File: src/rtl/simple_cnn_engine.sv
// Binary-image classifier: one KxK conv layer with ReLU, one FC layer and argmax, all on a single serial MAC.
// Define SIMPLE_CNN_ENGINE_ABORT_EN to add an ABORT input that cancels a run in progress.
module simple_cnn_engine #(
  parameter int IMG_W   = 5,
  parameter int IMG_H   = 5,
  parameter int K       = 3,
  parameter int N_KERN  = 2,
  parameter int N_CLASS = 10,
  parameter int WB      = 8,
  parameter int FEAT_W  = 8,
  parameter int ACC_W   = 24
) (
  input  logic                                                       CLK,
  input  logic                                                       nRST,
  input  logic                                                       START,
`ifdef SIMPLE_CNN_ENGINE_ABORT_EN
  input  logic                                                       ABORT,
`endif
  input  logic [IMG_W*IMG_H-1:0]                                     IMGIN,
  input  logic [N_KERN*K*K*WB-1:0]                                   CONV_W,
  input  logic [N_CLASS*N_KERN*(IMG_H-K+1)*(IMG_W-K+1)*WB-1:0]       FC_W,
  output logic                                                       BUSY,
  output logic                                                       DONE,
  output logic [$clog2(N_CLASS)-1:0]                                 OUT,
  output logic [ACC_W-1:0]                                           SCORE
);

  function automatic int idx_w(input int n);
    return (n > 1) ? $clog2(n) : 1;
  endfunction

  localparam int OW     = IMG_W - K + 1;
  localparam int OH     = IMG_H - K + 1;
  localparam int N_FEAT = N_KERN * OH * OW;
  localparam int N_PIX  = IMG_W * IMG_H;
  localparam int N_CW   = N_KERN * K * K;
  localparam int N_FW   = N_CLASS * N_FEAT;
  localparam int CLS_W  = $clog2(N_CLASS);
  localparam int KI_W   = idx_w(K);
  localparam int KN_W   = idx_w(N_KERN);
  localparam int OX_W   = idx_w(OW);
  localparam int OY_W   = idx_w(OH);
  localparam int F_W    = idx_w(N_FEAT);
  localparam int PIX_W  = idx_w(N_PIX);
  localparam int CW_W   = idx_w(N_CW);
  localparam int FW_W   = idx_w(N_FW);
  localparam int PROD_W = FEAT_W + WB + 1;

  localparam logic signed [ACC_W-1:0] FEAT_MAX = ACC_W'((2 ** FEAT_W) - 1);

  localparam logic [1:0] IDLE    = 2'd0;
  localparam logic [1:0] CONV    = 2'd1;
  localparam logic [1:0] FC      = 2'd2;
  localparam logic [1:0] DONE_ST = 2'd3;

  logic [1:0]              state_reg;
  logic [N_PIX-1:0]        img_reg;
  logic [KI_W-1:0]         i_reg;
  logic [KI_W-1:0]         j_reg;
  logic [OX_W-1:0]         ox_reg;
  logic [OY_W-1:0]         oy_reg;
  logic [KN_W-1:0]         k_reg;
  logic [F_W-1:0]          f_reg;
  logic [CLS_W-1:0]        c_reg;
  logic [FW_W-1:0]         fw_reg;
  logic signed [ACC_W-1:0] acc_reg;
  logic signed [ACC_W-1:0] best_reg;
  logic [CLS_W-1:0]        best_idx_reg;
  logic                    done_reg;
  logic [CLS_W-1:0]        out_reg;
  logic [ACC_W-1:0]        score_reg;

  logic [FEAT_W-1:0]       feat_mem [N_FEAT];
  logic signed [WB-1:0]    conv_w_arr [N_CW];
  logic signed [WB-1:0]    fc_w_arr [N_FW];

  logic                    abort_hit;
  logic                    i_last, j_last, ox_last, oy_last, k_last, f_last, c_last;
  logic                    tap_last, feat_last, feat_we, better;
  logic [PIX_W-1:0]        pix_idx;
  logic [CW_W-1:0]         cw_idx;
  logic signed [WB-1:0]    conv_w_cur;
  logic signed [WB-1:0]    fc_w_cur;
  logic [FEAT_W-1:0]       feat_rd;
  logic [FEAT_W-1:0]       feat_val;
  logic signed [ACC_W-1:0] conv_sum;
  logic signed [PROD_W-1:0] fc_prod;
  logic signed [ACC_W-1:0] fc_sum;

`ifdef SIMPLE_CNN_ENGINE_ABORT_EN
  assign abort_hit = ABORT;
`else
  assign abort_hit = 1'b0;
`endif

  // Flat weight buses viewed as per-tap / per-feature arrays.
  for (genvar gi = 0; gi < N_CW; gi++) begin : g_conv_w
    assign conv_w_arr[gi] = CONV_W[gi*WB +: WB];
  end
  for (genvar gi = 0; gi < N_FW; gi++) begin : g_fc_w
    assign fc_w_arr[gi] = FC_W[gi*WB +: WB];
  end

  always_comb begin
    i_last    = (i_reg == KI_W'(K - 1));
    j_last    = (j_reg == KI_W'(K - 1));
    ox_last   = (ox_reg == OX_W'(OW - 1));
    oy_last   = (oy_reg == OY_W'(OH - 1));
    k_last    = (k_reg == KN_W'(N_KERN - 1));
    f_last    = (f_reg == F_W'(N_FEAT - 1));
    c_last    = (c_reg == CLS_W'(N_CLASS - 1));
    tap_last  = i_last && j_last;
    feat_last = tap_last && ox_last && oy_last && k_last;
    feat_we   = (state_reg == CONV) && tap_last && !abort_hit;

    pix_idx    = PIX_W'((int'(oy_reg) + int'(j_reg)) * IMG_W + int'(ox_reg) + int'(i_reg));
    cw_idx     = CW_W'((int'(k_reg) * K + int'(j_reg)) * K + int'(i_reg));
    conv_w_cur = conv_w_arr[cw_idx];
    fc_w_cur   = fc_w_arr[fw_reg];
    feat_rd    = feat_mem[f_reg];

    conv_sum = acc_reg + (img_reg[pix_idx] ? {{(ACC_W-WB){conv_w_cur[WB-1]}}, conv_w_cur}
                                           : {ACC_W{1'b0}});
    // ReLU then clamp to the unsigned feature range.
    if (conv_sum <= 0) begin
      feat_val = '0;
    end else if (conv_sum > FEAT_MAX) begin
      feat_val = {FEAT_W{1'b1}};
    end else begin
      feat_val = conv_sum[FEAT_W-1:0];
    end

    fc_prod = $signed({1'b0, feat_rd}) * fc_w_cur;
    fc_sum  = acc_reg + {{(ACC_W-PROD_W){fc_prod[PROD_W-1]}}, fc_prod};
    better  = (c_reg == '0) || (fc_sum > best_reg);
  end

  // Feature buffer is scratch storage and needs no reset.
  always_ff @(posedge CLK) begin
    if (feat_we) begin
      feat_mem[f_reg] <= feat_val;
    end
  end

  always_ff @(posedge CLK) begin
    if (!nRST) begin
      state_reg    <= IDLE;
      img_reg      <= '0;
      i_reg        <= '0;
      j_reg        <= '0;
      ox_reg       <= '0;
      oy_reg       <= '0;
      k_reg        <= '0;
      f_reg        <= '0;
      c_reg        <= '0;
      fw_reg       <= '0;
      acc_reg      <= '0;
      best_reg     <= '0;
      best_idx_reg <= '0;
      done_reg     <= 1'b0;
      out_reg      <= '0;
      score_reg    <= '0;
    end else begin
      done_reg <= 1'b0;
      case (state_reg)
        IDLE: begin
          if (START) begin
            img_reg   <= IMGIN;
            i_reg     <= '0;
            j_reg     <= '0;
            ox_reg    <= '0;
            oy_reg    <= '0;
            k_reg     <= '0;
            f_reg     <= '0;
            c_reg     <= '0;
            fw_reg    <= '0;
            acc_reg   <= '0;
            state_reg <= CONV;
          end
        end
        CONV: begin
          if (abort_hit) begin
            state_reg <= IDLE;
          end else if (!i_last) begin
            i_reg   <= i_reg + 1'b1;
            acc_reg <= conv_sum;
          end else if (!j_last) begin
            i_reg   <= '0;
            j_reg   <= j_reg + 1'b1;
            acc_reg <= conv_sum;
          end else begin
            // Window finished: f_reg doubles as the feature write pointer.
            i_reg   <= '0;
            j_reg   <= '0;
            acc_reg <= '0;
            f_reg   <= feat_last ? '0 : f_reg + 1'b1;
            if (!ox_last) begin
              ox_reg <= ox_reg + 1'b1;
            end else begin
              ox_reg <= '0;
              if (!oy_last) begin
                oy_reg <= oy_reg + 1'b1;
              end else begin
                oy_reg <= '0;
                if (!k_last) begin
                  k_reg <= k_reg + 1'b1;
                end else begin
                  state_reg <= FC;
                end
              end
            end
          end
        end
        FC: begin
          if (abort_hit) begin
            state_reg <= IDLE;
          end else begin
            fw_reg <= fw_reg + 1'b1;
            if (!f_last) begin
              f_reg   <= f_reg + 1'b1;
              acc_reg <= fc_sum;
            end else begin
              f_reg   <= '0;
              acc_reg <= '0;
              if (better) begin
                best_reg     <= fc_sum;
                best_idx_reg <= c_reg;
              end
              if (!c_last) begin
                c_reg <= c_reg + 1'b1;
              end else begin
                state_reg <= DONE_ST;
              end
            end
          end
        end
        DONE_ST: begin
          done_reg  <= 1'b1;
          out_reg   <= best_idx_reg;
          score_reg <= best_reg;
          state_reg <= IDLE;
        end
        default: state_reg <= IDLE;
      endcase
    end
  end

  assign BUSY  = (state_reg == CONV) || (state_reg == FC);
  assign DONE  = done_reg;
  assign OUT   = out_reg;
  assign SCORE = score_reg;

endmodule

File: config.mk
export PLATFORM = sky130hd
export DESIGN_NAME = simple_cnn_engine
export DESIGN_NICKNAME = d
export VERILOG_FILES = /design/src/rtl/simple_cnn_engine.sv
export SDC_FILE = /design/constraint.sdc
export NUM_CORES = 1
export LEC_CHECK = 0
export CAP_MARGIN = 10
export CORE_AREA = 2 2 637 639
export CTS_CLUSTER_DIAMETER = 100
export DETAILED_ROUTE_END_ITERATION = 7
export DIE_AREA = 0 0 639 641
export PLACE_DENSITY = 0.33
export REMOVE_ABC_BUFFERS = 1
export SYNTH_ARGS = -nofsm -noshare
export SYNTH_HDL_FRONTEND = slang
export SYNTH_SLANG_ARGS = --single-unit
File: constraint.sdc
create_clock -name CLK -period 11.95 [get_ports CLK]
set_input_delay 2.39 -clock CLK [delete_from_list [all_inputs] [get_ports CLK]]
set_output_delay 2.39 -clock CLK [all_outputs]
set_load 0.05 [all_outputs]
==> flow_metrics.env <==
export IMPL_relSlewSlack_pct=17.8
export IMPL_cts_htree_levels=2
export IMPL_cpPeakStageDelay_ns=0.66
export IMPL_coreArea_um2=402000
export IMPL_worst_clock_skew_ns=0.0184
export IMPL_drtIter0Drc=2037
export IMPL_utilization_pct=14.0
export IMPL_total_leakage_power_nw=17.9
export IMPL_seq_area_frac_synth_pct=24.3
export IMPL_ys_warn_count=0
export IMPL_worst_setup_path_end_kind="register"
export IMPL_ys_seq_elements=283
export IMPL_synth_cell_types=71
export IMPL_rsz0062_at_grt="yes"
export IMPL_hold_path_startpoint="img_reg[21]$_SDFFE_PN0P_"
export IMPL_fin_crit_ns=11.83
export IMPL_drv_cap=0
export IMPL_min_to="img_reg[21]$_SDFFE_PN0P_"
export IMPL_postCtsHoldBufs=0
export IMPL_cts_sinks=283
export IMPL_grt_usage_pct=12.1
export IMPL_cts_root_buffer="clkbuf_16"
export IMPL_viasPerCell=3.17
export IMPL_avgSynthCellArea_um2=12.8
export IMPL_reg2reg_from="fw_reg[0]$_SDFFE_PN0P_"
export IMPL_placed_area_um2=54200
export IMPL_grt_pass1_wl_um=328000
export IMPL_cellPowerDensity_nw_per_um2=148
export IMPL_drv_slew=0
export IMPL_grt_max_degree=85
export IMPL_cp_required_ns=12.39
export IMPL_fillCellCount=44900
export IMPL_gp_congestion=0.930
export IMPL_crit_top_cell="buf_4"
export IMPL_area_growth_pct=91.5
export IMPL_layout_commonest_cell="clkdlybuf4s50_1"
export IMPL_worstMarginPinSlew_ns=1.23
export IMPL_synth_top_area_share_pct=41.8
export IMPL_slowest_stage="mux4_2"
export IMPL_synth_main_ff_cell="edfxtp_1"
export IMPL_r2r_end="best_reg[22]$_SDFFE_PN0P_"
export IMPL_netlist_instances=2280
export IMPL_io_buffers=1641
export IMPL_crit_arrival_ns=12.26
export IMPL_antenna_found_initial=134
export IMPL_hold_class="reg -> reg"
export IMPL_power_mw=8.28
export IMPL_max_vdd_ir_drop_mv=0.169
export IMPL_grt_overflow_total=0
export IMPL_first_pass_iters=5
export IMPL_die_w_um=639
export IMPL_startpoint_type="input pin"
export IMPL_path_clk_slew_ns=0.05
export IMPL_clk_latency_ns=0.57
export IMPL_worstPathMaxFanout=3
export IMPL_initial_core_util_pct=7.29
export IMPL_min_path_cells=2
export IMPL_fmax_mhz=84.6
export IMPL_final_cell_mix="1,631 x clkdlybuf4s50_1, 544 x mux4_2, 250 x buf_4, 162 x nor2_1, 144 x edfxtp_1"
export IMPL_tritoncts="yes"
export IMPL_largest_reg_flops=144
export IMPL_synth_top_area_cell="mux4_2"
export IMPL_finalCritPeriodShare_pct=99.0
export IMPL_synthTopCellsByArea="mux4_2 42%, edfxtp_1 15%, dfxtp_1 9.5%"
export IMPL_status="complete, no violations"
export IMPL_dieArea_um2=410000
export IMPL_final_antenna_net_count=0
export IMPL_hold_viol=0
export IMPL_finalNetCount=5890
export IMPL_final_cell_area_um2=56100
export IMPL_vias=29900
export IMPL_syn_cell_area_um2=29300
export IMPL_synth_edf_count=144
export IMPL_reg2reg_setup_slack_ns=0.94
export IMPL_wire_per_inst_um=27.3
export IMPL_cts_max_path_buffers=3
export IMPL_die_h_um=641
export IMPL_cts_buffers=38
export IMPL_grt_pass1_vias=32100
export IMPL_layout_drive_gt1_share_pct=24.4
export IMPL_routed_wl_um=258000
export IMPL_reg2regPathDepth=52
export IMPL_ioPinCount=1642
export IMPL_dpl_hpwl_um=229000
export IMPL_criticalPathCategory="in -> reg"
export IMPL_setup_viol=0
export IMPL_drc_errors=0
export IMPL_synth_async_sr_flop_share_pct=0
export IMPL_rows=233
cell type report:
class	count	area [µm²]	area share [%]
multi-input combinational	1700	21100	37.7
inverter	121	457	0.814
sequential	283	7130	12.7
clock inverter	18	176	0.315
antenna	39	97.6	0.174
tap	5287	6620	11.8
timing repair buffer	1950	19400	34.7
clock buffer	48	1030	1.83
cells in the mapped netlist, drive strengths merged (14+ instances only):
cell type / n
dfxtp: 139
clkbuf: 84
a21oi: 110
o21ai: 61
nand2b: 22
nor2: 163
a21o: 21
a22oi: 27
inv: 120
edfxtp: 144
nand2: 135
nor2b: 15
fa: 46
xnor2: 40
mux4: 544
nand3: 30
mux2i: 82
xor2: 27
ha: 138
nand4: 14
buf: 92
o22ai: 51
mux2: 16
how the worst max path moves through the flow:
stage	startpoint	to	slack, ns	cells past startpoint
after floorplan	fw_reg[0]$_SDFFE_PN0P_	best_idx_reg[0]$_SDFFE_PN0P_	-13.29	37
after global placement	FC_W[987]	best_reg[13]$_SDFFE_PN0P_	-1.48	43
after detailed placement	FC_W[987]	best_idx_reg[2]$_SDFFE_PN0P_	-1.29	42
after CTS	FC_W[956]	best_reg[11]$_SDFFE_PN0P_	0.008	43
after global routing	FC_W[7]	best_reg[15]$_SDFFE_PN0P_	-0.24	46
final	FC_W[1020]	best_reg[22]$_SDFFE_PN0P_	0.12	51
routing by layer:
metal  vias up  routed length [µm]  track usage, %
met4        64                5190            2.23
li1      13000                   -               -
met5         -                 391               0
met1     15300              109000            15.5
met2      1327              126000            20.4
met3       255               18500            2.98
power breakdown:
group	internal (mW)	leakage [nW]	total (mW)	switching (mW)
registers	1.47	2.41	1.52	0.0460
logic	2.65	14.9	5.64	2.99
clock network	0.657	0.584	1.12	0.468
through the flow:
stage	std cells	hold slack (ns)	setup TNS, ns	setup WS (ns)
after floorplan	2104	0.433	-615.48	-13.29
after global placement	9315	0.440	-40.38	-1.48
after detailed placement	9315	0.448	-34.87	-1.29
after CTS	9400	0.456	0	0.00789
after global routing	9429	0.473	-5.82	-0.239
final	9446	0.452	0	0.125
cells by family after synthesis:
kind of cell	synth area share, %
AO/OA/AOI/OAI	8.03
XOR/XNOR	2.00
adder cells (fa/ha/maj)	9.04
buffers and inverters	4.43
flip-flops	24.3
multiplexers	45.4
AND/OR/NAND/NOR	6.85
critical path: cells and delay by family:
family	cells	cell delay, ns
AO/OA/AOI/OAI	11	1.65
buffers and inverters	25	3.22
multiplexers	4	1.98
XOR/XNOR	1	0.11
adder cells (fa/ha/maj)	6	2.59
AND/OR/NAND/NOR	4	0.27
timing repair:
action                     CTS  global route
resized for setup           28            37
pin swaps                   17            39
cloned                       1             1
setup endpoints to repair   28            28
setup buffers               18            29
Power figures use the tool's default switching activity.
